### config.mk
export PLATFORM = sky130hd
export DESIGN_NAME = cpu_bus_slave_flat
export DESIGN_NICKNAME = d
export VERILOG_FILES = /design/src/rtl/cpu_bus_slave_if.sv /design/src/rtl/cpu_bus_slave.sv /design/src/flat_wrapper.sv
export SDC_FILE = /design/constraint.sdc
export NUM_CORES = 1
export LEC_CHECK = 0
export BUFFER_PORTS_ARGS = -buffer_cell sky130_fd_sc_hd__buf_2
export CAP_MARGIN = 20
export CORE_MARGIN = 2
export CORE_UTILIZATION = 65
export CTS_BUF_LIST = sky130_fd_sc_hd__clkbuf_2 sky130_fd_sc_hd__clkbuf_4 sky130_fd_sc_hd__clkbuf_8
export CTS_CLUSTER_DIAMETER = 50
export DETAILED_ROUTE_END_ITERATION = 8
export HOLD_SLACK_MARGIN = 0.03
export PLACE_DENSITY = 0.88
export SLEW_MARGIN = 20
export SYNTH_ARGS = -nofsm -noshare
export SYNTH_HDL_FRONTEND = slang
export SYNTH_SLANG_ARGS = --single-unit
export TNS_END_PERCENT = 100
### constraint.sdc
create_clock -name clk -period 3.3 [get_ports clk]
set_input_delay 0.66 -clock clk [delete_from_list [all_inputs] [get_ports clk]]
set_output_delay 0.66 -clock clk [all_outputs]
set_load 0.01 [all_outputs]
### src/rtl/cpu_bus_slave_if.sv
// Pulsed CPU bus between a request generator (master) and a slow register target (slave).
interface cpu_bus_slave_if;
    logic        cpu_wr;
    logic        cpu_rd;
    logic [3:0]  cpu_byte;
    logic [3:0]  cpu_addr;
    logic [31:0] cpu_wdata;
    logic        cpu_rdata_v;
    logic [31:0] cpu_rdata;
    logic        trans_over;

    modport master (
        output cpu_wr, cpu_rd, cpu_byte, cpu_addr, cpu_wdata,
        input  cpu_rdata_v, cpu_rdata, trans_over
    );

    modport slave (
        input  cpu_wr, cpu_rd, cpu_byte, cpu_addr, cpu_wdata,
        output cpu_rdata_v, cpu_rdata, trans_over
    );
endinterface

### src/rtl/cpu_bus_slave.sv
// Slow 16x32 register-bank target: IDLE -> BUSY (WAIT_CYCLES) -> DONE per access.
// Optional CPU_SLV_STAT_REG_EN turns address 4'hF into a read-only completed-transaction count.
module cpu_bus_slave #(
    parameter int unsigned WAIT_CYCLES = 3
) (
    input  logic            clk,
    input  logic            rst_n,
    cpu_bus_slave_if.slave  bus
);

    typedef enum logic [1:0] {IDLE, BUSY, DONE} state_e;

    state_e      state_q, state_d;
    logic [7:0]  cnt_q, cnt_d;
    logic        accept;
    logic        is_wr_q;
    logic [3:0]  addr_q;
    logic [3:0]  byte_q;
    logic [31:0] wdata_q;
    logic [31:0] regs_q [16];
    logic [31:0] rdata_q;
    logic        rdata_v_q;
    logic [31:0] lane_mask;
    logic [31:0] rd_val;
    logic        last_busy;
    logic        commit_wr;

    always_comb begin
        state_d = state_q;
        cnt_d   = cnt_q;
        accept  = 1'b0;
        case (state_q)
            IDLE: begin
                if (bus.cpu_wr || bus.cpu_rd) begin
                    accept  = 1'b1;
                    state_d = BUSY;
                    cnt_d   = 8'(WAIT_CYCLES);
                end
            end
            BUSY: begin
                cnt_d = cnt_q - 8'd1;
                if (cnt_q == 8'd1) state_d = DONE;
            end
            DONE:    state_d = IDLE;
            default: state_d = IDLE;
        endcase
    end

    always_ff @(posedge clk or negedge rst_n) begin
        if (!rst_n) begin
            state_q <= IDLE;
            cnt_q   <= '0;
        end else begin
            state_q <= state_d;
            cnt_q   <= cnt_d;
        end
    end

    // Request fields are captured only on acceptance so later bus changes cannot leak in.
    always_ff @(posedge clk or negedge rst_n) begin
        if (!rst_n) begin
            is_wr_q <= 1'b0;
            addr_q  <= '0;
            byte_q  <= '0;
            wdata_q <= '0;
        end else if (accept) begin
            is_wr_q <= bus.cpu_wr;
            addr_q  <= bus.cpu_addr;
            byte_q  <= bus.cpu_byte;
            wdata_q <= bus.cpu_wdata;
        end
    end

    always_comb begin
        for (int b = 0; b < 4; b++) lane_mask[8*b +: 8] = {8{byte_q[b]}};
    end

    assign last_busy = (state_q == BUSY) && (cnt_q == 8'd1);

`ifdef CPU_SLV_STAT_REG_EN
    logic [31:0] stat_q;

    always_ff @(posedge clk or negedge rst_n) begin
        if (!rst_n)              stat_q <= '0;
        else if (state_q == DONE) stat_q <= stat_q + 32'd1;
    end

    assign rd_val    = (addr_q == 4'hF) ? stat_q : regs_q[addr_q];
    assign commit_wr = (state_q == DONE) && is_wr_q && (addr_q != 4'hF);
`else
    assign rd_val    = regs_q[addr_q];
    assign commit_wr = (state_q == DONE) && is_wr_q;
`endif

    // Read data is registered on entry to DONE so the valid strobe and data line up.
    always_ff @(posedge clk or negedge rst_n) begin
        if (!rst_n) begin
            rdata_q   <= '0;
            rdata_v_q <= 1'b0;
        end else begin
            rdata_v_q <= last_busy && !is_wr_q;
            if (last_busy && !is_wr_q) rdata_q <= rd_val & lane_mask;
        end
    end

    always_ff @(posedge clk or negedge rst_n) begin
        if (!rst_n) begin
            for (int i = 0; i < 16; i++) regs_q[i] <= '0;
        end else if (commit_wr) begin
            for (int b = 0; b < 4; b++)
                if (byte_q[b]) regs_q[addr_q][8*b +: 8] <= wdata_q[8*b +: 8];
        end
    end

    assign bus.trans_over  = (state_q == IDLE);
    assign bus.cpu_rdata_v = rdata_v_q;
    assign bus.cpu_rdata   = rdata_q;

endmodule

### src/flat_wrapper.sv
// flat-port wrapper written by rule: the top's interface ports become plain ports
module cpu_bus_slave_flat 
#(
    parameter int unsigned WAIT_CYCLES = 3
)
  (clk, rst_n, bus_cpu_wr, bus_cpu_rd, bus_cpu_byte, bus_cpu_addr, bus_cpu_wdata, bus_cpu_rdata_v, bus_cpu_rdata, bus_trans_over);
  cpu_bus_slave_if bus_i ();
  input  logic clk;
  input  logic rst_n;
  input wire logic [$bits(bus_i.cpu_wr)-1:0] bus_cpu_wr;
  input wire logic [$bits(bus_i.cpu_rd)-1:0] bus_cpu_rd;
  input wire logic [$bits(bus_i.cpu_byte)-1:0] bus_cpu_byte;
  input wire logic [$bits(bus_i.cpu_addr)-1:0] bus_cpu_addr;
  input wire logic [$bits(bus_i.cpu_wdata)-1:0] bus_cpu_wdata;
  output wire logic [$bits(bus_i.cpu_rdata_v)-1:0] bus_cpu_rdata_v;
  output wire logic [$bits(bus_i.cpu_rdata)-1:0] bus_cpu_rdata;
  output wire logic [$bits(bus_i.trans_over)-1:0] bus_trans_over;
  assign bus_i.cpu_wr = bus_cpu_wr;
  assign bus_i.cpu_rd = bus_cpu_rd;
  assign bus_i.cpu_byte = bus_cpu_byte;
  assign bus_i.cpu_addr = bus_cpu_addr;
  assign bus_i.cpu_wdata = bus_cpu_wdata;
  assign bus_cpu_rdata_v = bus_i.cpu_rdata_v;
  assign bus_cpu_rdata = bus_i.cpu_rdata;
  assign bus_trans_over = bus_i.trans_over;
  cpu_bus_slave #(.WAIT_CYCLES(WAIT_CYCLES)) u_core (.clk(clk), .rst_n(rst_n), .bus(bus_i));
endmodule
-- Yosys cells after proc, flatten, opt, wreduce, memory -nomap -nowiden
Index checks and enable logic that the tools add are counted.
- flip-flop bits (word level): 596
- bits of input ports: 44
- output and inout bits: 34
- logic and storage cells: 73
- add/sub/neg operators: 1
- order comparisons: 2
- eq/ne operators: 5
- multiplexer cells: 29
- bitwise gates (word level): 2
- reductions and logical operators: 10
- operators by type and width (kind ; count):
    $mux 512 ; 7
    $bwmux 512 ; 4
    $demux 32 s4 ; 4
    $bmux 32 s4 ; 1
    $mux 32 ; 3
    $and 32x32->32 ; 1
    $mux 24 ; 1
    $mux 16 ; 1
    $mux 8 ; 2
    $pmux 8 s2 ; 1
    $eq 8x1->1 const B ; 1
    $sub 8x1->8 const B ; 1
    $ge 5x5->1 const B ; 1
    $lt 5x1->1 const B ; 1
    $not 4->5 ; 1
    $logic_and 1x1->1 ; 4
    $mux 2 ; 2
    $pmux 2 s2 ; 1
    $reduce_and 2->1 ; 2
    $eq 2x1->1 const B ; 1
    $eq 2x2->1 const B ; 1
    $logic_not 2->1 ; 1
    $mux 1 ; 2
    $ne 2x1->1 const B ; 1
    4 further kinds ; 4

-- Longest topological paths before layout
- depth in word-level cells: 16
- mapped depth: 9
- depth with buffers taken out: 7

-- Least setup slack after synthesis
OpenSTA, ideal clock, no wires.
- path kind: register -> register
- from: register u_core.cnt_q[5]
- to: register u_core.rdata_q[16], in the netlist u_core.bus.cpu_rdata[16]
- library setup time: 0.121 ns
- arrival time: 2.150 ns
- required time: 3.179 ns
- setup slack: 1.029 ns
- cell stages (with the launch flop): 8
- path buffers: 3
- period minus slack after synthesis: 2.271 ns
- path through: dfrtp_1 or4_4 or4_1 buf_2 or2_1 buf_6 buf_6 a22o_1
- cells in the longest elaborated chain, start to end: 3
- RTL lines (item ; RTL line ; source):
    from (decl) ; cpu_bus_slave.sv:14 ; logic [7:0] cnt_q, cnt_d;
    from (signal assigned) ; cpu_bus_slave.sv:55 ; cnt_q <= cnt_d;
    $eq 8x1->1 ; cpu_bus_slave.sv:78 ; assign last_busy = (state_q == BUSY) && (cnt_q == 8'd1);
    $logic_and 1x1->1 ; cpu_bus_slave.sv:78 ;
    $logic_and 1x1->1 ; cpu_bus_slave.sv:102 ; if (last_busy && !is_wr_q) rdata_q <= rd_val & lane_mask;
    to (signal assigned) ; cpu_bus_slave.sv:102 ;
    to (decl) ; cpu_bus_slave.sv:21 ; logic [31:0] rdata_q;
Every way passes these cells.
A chain may end at the register's enable or synchronous reset.

-- Worst setup path in the final report
- from: register u_core.addr_q[3]
- to: register u_core.regs_q[365] (netlist bit)
- cells in the longest elaborated chain, start to end: 13
- elaborated cells on any way between the ends: 20
- classes of those cells: order compare (2); mux (16); bitwise (1); reduce/logical (1)
- RTL lines (item ; RTL line ; source):
    from (decl) ; cpu_bus_slave.sv:17 ; logic [3:0] addr_q;
    from (signal assigned) ; cpu_bus_slave.sv:68 ; addr_q <= bus.cpu_addr;
    $not 4->5 (not written as such) (*) ; cpu_bus_slave.sv:111 ; if (byte_q[b]) regs_q[addr_q][8*b +: 8] <= wdata_q[8*b +: 8];
    $ge 5x5->1 (not written as such), or another cell as far along ; cpu_bus_slave.sv:111 ;
    $logic_and 1x1->1 (not written as such) or $bwmux 512 (tied branches) ; cpu_bus_slave.sv:111 ;
    $mux 16 (not written as such) or $mux 512 (tied branches) ; cpu_bus_slave.sv:111 ;
    $demux 32 s4 or $mux 512 (tied branches) ; cpu_bus_slave.sv:111, cpu_bus_slave.sv:109 ;
    $bwmux 512 ; cpu_bus_slave.sv:111 ;
    $mux 512 ; cpu_bus_slave.sv:111 ;
    $mux 512 ; cpu_bus_slave.sv:109 ; end else if (commit_wr) begin
    $bwmux 512 ; cpu_bus_slave.sv:111 ;
    $mux 512 ; cpu_bus_slave.sv:111 ;
    $mux 512 ; cpu_bus_slave.sv:109 ;
    $bwmux 512 ; cpu_bus_slave.sv:111 ;
    $mux 512 (*) ; cpu_bus_slave.sv:111 ;
    to (signal, indexed assignment) ; cpu_bus_slave.sv:111 ;
    to (decl) ; cpu_bus_slave.sv:20 ; logic [31:0] regs_q [16];
Mark *: on every way between the ends. The rest lies on a longest branch, timed or not. The select of a mux whose other input is x is not followed.

==> results.md <==
- Synth Area per Inst: 15.3 um2
- Clock Skew: 0.0155 ns
- CP Class: flop to flop
- Seq cells post-synth: 596
- Fillers: 2354
- Worst-Skew Late Latency: 0.66 ns
- Count of input and output buffers: 77
- Share of layout cells above drive strength 1: 0.490
- Worst Path Required: 3.83 ns
- Initial Utilization: 0.661
- Final #Nets: 1894
- Area of the multi-input gates: 11100 um2
- HPWL Detailed: 36900 um
- Period utilization: 0.817
- Detailed router's first-iteration violation count: 1230
- Largest net degree at the start of global routing: 110
- RSZ-0062 raised after global routing: false
- Total CTS buffers: 94
- R2R cell count: 4
- Hold EP: u_core.wdata_q[16]$_DFFE_PN0P_
- WHS Path Cells: 3
- Slew margin rel.: 0.354
- Crit. End Element: flop
- Die ar.: 42200 um2
- Die X: 205 um
- Final TNS setup: 0 ns
- Most common cell after layout, fill and taps aside: dfrtp_1
- Hold path startpoint: bus_cpu_wdata[16]
- Hold_ws: 0.188 ns
- Post-synthesis cell count: 1725
- Cells after DPL: 2276
- # DRC: 0
- Die Ht: 205 um
- Unique masters post-synth: 35
- Root Driver: clkbuf_8
- Worst-Margin Slew: 0.968 ns
- GPL Wtd Cong: 0.821
- Max incr delay on CP: 0.63 ns
- Fin. Hold Viols: 0
- Worst-path fanout max: 17
- Upper clock frequency limit: 0.371 GHz
- Critical path's slowest cell: nor3_1
- Yosys Warn Count: 0
- Remaining global-route overflow: 0
- # rows: 73
- Status: completed
- Initial antenna violation count: 0
- Total GRT Usage: 0.305
- Fin cells: 2438
- Core footprint: 39900 um2
- Fin. max-slew vios: 0
- Mapped Area: 26400 um2
- Area delta synth->final: 12.1%
- R2r setup slk: 0.60 ns
- Post-layout util: 0.741
- Vias: 15500
- # setup viols final: 0
- Avg Vias per Cell: 6.36
- Worst vdd ir: 0.315 mV
- Post-synthesis sequential area ratio: 0.565
- HP Class: input pin to flop
- Detailed Route WL: 60900 um
- R2r startpoint: u_core.addr_q[3]$_DFFE_PN0P_
- Average wire per standard cell: 25.0 um
- CTS resizes: 0
- Mapped Nets: 1771
- P_leak: 14.3 nW
- Reg clk slew, reported paths: 0.06 ns
- Worst-path cell chain: nand2b_1 -> nor3_1 -> nand2_1 -> mux2_2
- CTS tree: built
- Clock tree sinks: 596
- Category of the worst setup path launch point: flop
- Vias in the first global route: 16900
- Total of max-cap violations: 0
- DR pass1 iterations: 8
- Crit path DAT: 3.23 ns
- I/O pins: 78
- First-pass GRT wire length: 96300 um
- PwrDens: 479 nW/um2
- Antenna Nets Post-Route: 0
- Reg2reg end: u_core.regs_q[365]$_DFFE_PN0P_
- N_diodes: 0
- H-tree levels: 3
- Register area: 14900 um2
- Commonest non-fill, non-tap cells in the layout: dfrtp_1, mux2_2, nand2_1, mux4_2, clkbuf_8
- CTS Buffer Depth: 3
- Tmin final: 2.70 ns
==> layer usage <==
| metal | up-vias | wire length (um) | GRT usage |
|---|---|---|---|
| li1 | 6606 | - | - |
| met1 | 8198 | 24900 | 0.408 |
| met2 | 509 | 30000 | 0.488 |
| met3 | 190 | 3460 | 0.0605 |
| met4 | 0 | 2580 | 0.141 |
| met5 | - | 0 | 0 |
==> how the worst max path moves through the flow <==
| stage | startpoint | end | slack (ns) | cells after the start |
|---|---|---|---|---|
| floorplan | u_core.cnt_q[5]$_DFFE_PN0P_ | u_core.bus.cpu_rdata[16]$_DFFE_PN0P_ | 1.03 | 7 |
| global placement | u_core.addr_q[0]$_DFFE_PN0P_ | u_core.regs_q[499]$_DFFE_PN0P_ | 0.65 | 3 |
| detailed placement | u_core.addr_q[0]$_DFFE_PN0P_ | u_core.regs_q[493]$_DFFE_PN0P_ | 0.54 | 3 |
| CTS | u_core.addr_q[0]$_DFFE_PN0P_ | u_core.regs_q[503]$_DFFE_PN0P_ | 0.50 | 3 |
| global route | u_core.cnt_q[5]$_DFFE_PN0P_ | u_core.bus.cpu_rdata[24]$_DFFE_PN0P_ | 0.56 | 5 |
| finish | u_core.addr_q[3]$_DFFE_PN0P_ | u_core.regs_q[365]$_DFFE_PN0P_ | 0.60 | 4 |
==> cells in the mapped netlist, drive strengths merged <==
| cell | count | area (um2) |
|---|---|---|
| and2 | 5 | 31.3 |
| o21a | 1 | 7.51 |
| mux2i | 98 | 981 |
| or2 | 3 | 18.8 |
| o31ai | 1 | 7.51 |
| clkbuf | 69 | 259 |
| nor2b | 1 | 6.26 |
| dfrtp | 596 | 14900 |
| inv | 3 | 11.3 |
| nor4 | 2 | 12.5 |
| o211ai | 1 | 7.51 |
| a21oi | 1 | 5.00 |
| or4 | 2 | 18.8 |
| o21ai | 7 | 35.0 |
| ha | 2 | 25.0 |
| nor2 | 29 | 109 |
| mux2 | 512 | 5770 |
| mux4 | 128 | 2880 |
| nand3b | 2 | 15.0 |
| nand3 | 9 | 45.0 |
| and3b | 1 | 8.76 |
| buf | 29 | 148 |
| nand2b | 6 | 37.5 |
| a22o | 25 | 219 |
| nand2 | 169 | 634 |
| nor3 | 8 | 40.0 |
| nor3b | 4 | 45.1 |
| a32o | 8 | 80.1 |
| nand4 | 2 | 12.5 |
| clkinv | 1 | 3.75 |
==> logic make-up after synthesis <==
kind of cell               after synthesis  synth area share
DFF                                    596             0.565
and+or+nand+nor                        243            0.0392
muxes                                  738             0.365
AOI/OAI and AO/OA                       44            0.0137
adders and majority gates                2          0.000948
buffers and inverters                  102            0.0160
==> sequential cells by signal (all words and copies together) (netlist names) <==
name	flops
u_core.byte_q	4
u_core.wdata_q	32
u_core.addr_q	4
u_core.is_wr_q	1
u_core.bus.cpu_rdata_v	1
u_core.cnt_q	8
u_core.regs_q	512
u_core.bus.cpu_rdata	32
u_core.state_q	2
==> per-stage QoR <==
stage	cell area, um2	power, mW	setup WS [ns]
floorplan	26400	7.44	1.03
global placement	27500	7.63	0.650
detailed placement	27500	7.64	0.537
CTS	29600	14.3	0.499
global route	29600	14.7	0.556
finish	29600	14.2	0.604
==> final cells by class <==
cell class	count	area share
timing repair buffer	125	0.0303
multi-input combinational	1027	0.374
clock inverter	14	0.00668
sequential	596	0.505
tap	525	0.0222
inverter	4	0.000508
clock buffer	147	0.0616
==> critical path: cells and delay by family, from the launching register on <==
family | cells | cell delay [ns]
and+or+nand+nor | 3 | 1.52
muxes | 1 | 0.45
DFF | 1 | 0.60
==> report_power, final <==
| part | switching (mW) | total, mW | internal, mW |
|---|---|---|---|
| Sequential | 0 | 7.31 | 7.31 |
| Clock | 2.81 | 6.68 | 3.88 |
| Combinational | 0.151 | 0.189 | 0.0377 |
==> timing repair <==
item | CTS | global route
setup buffers | 0 | 0
hold buffers | 1 | 0
hold endpoints to repair | 52 | 0
Note: power is estimated with default switching activity, not from simulation.
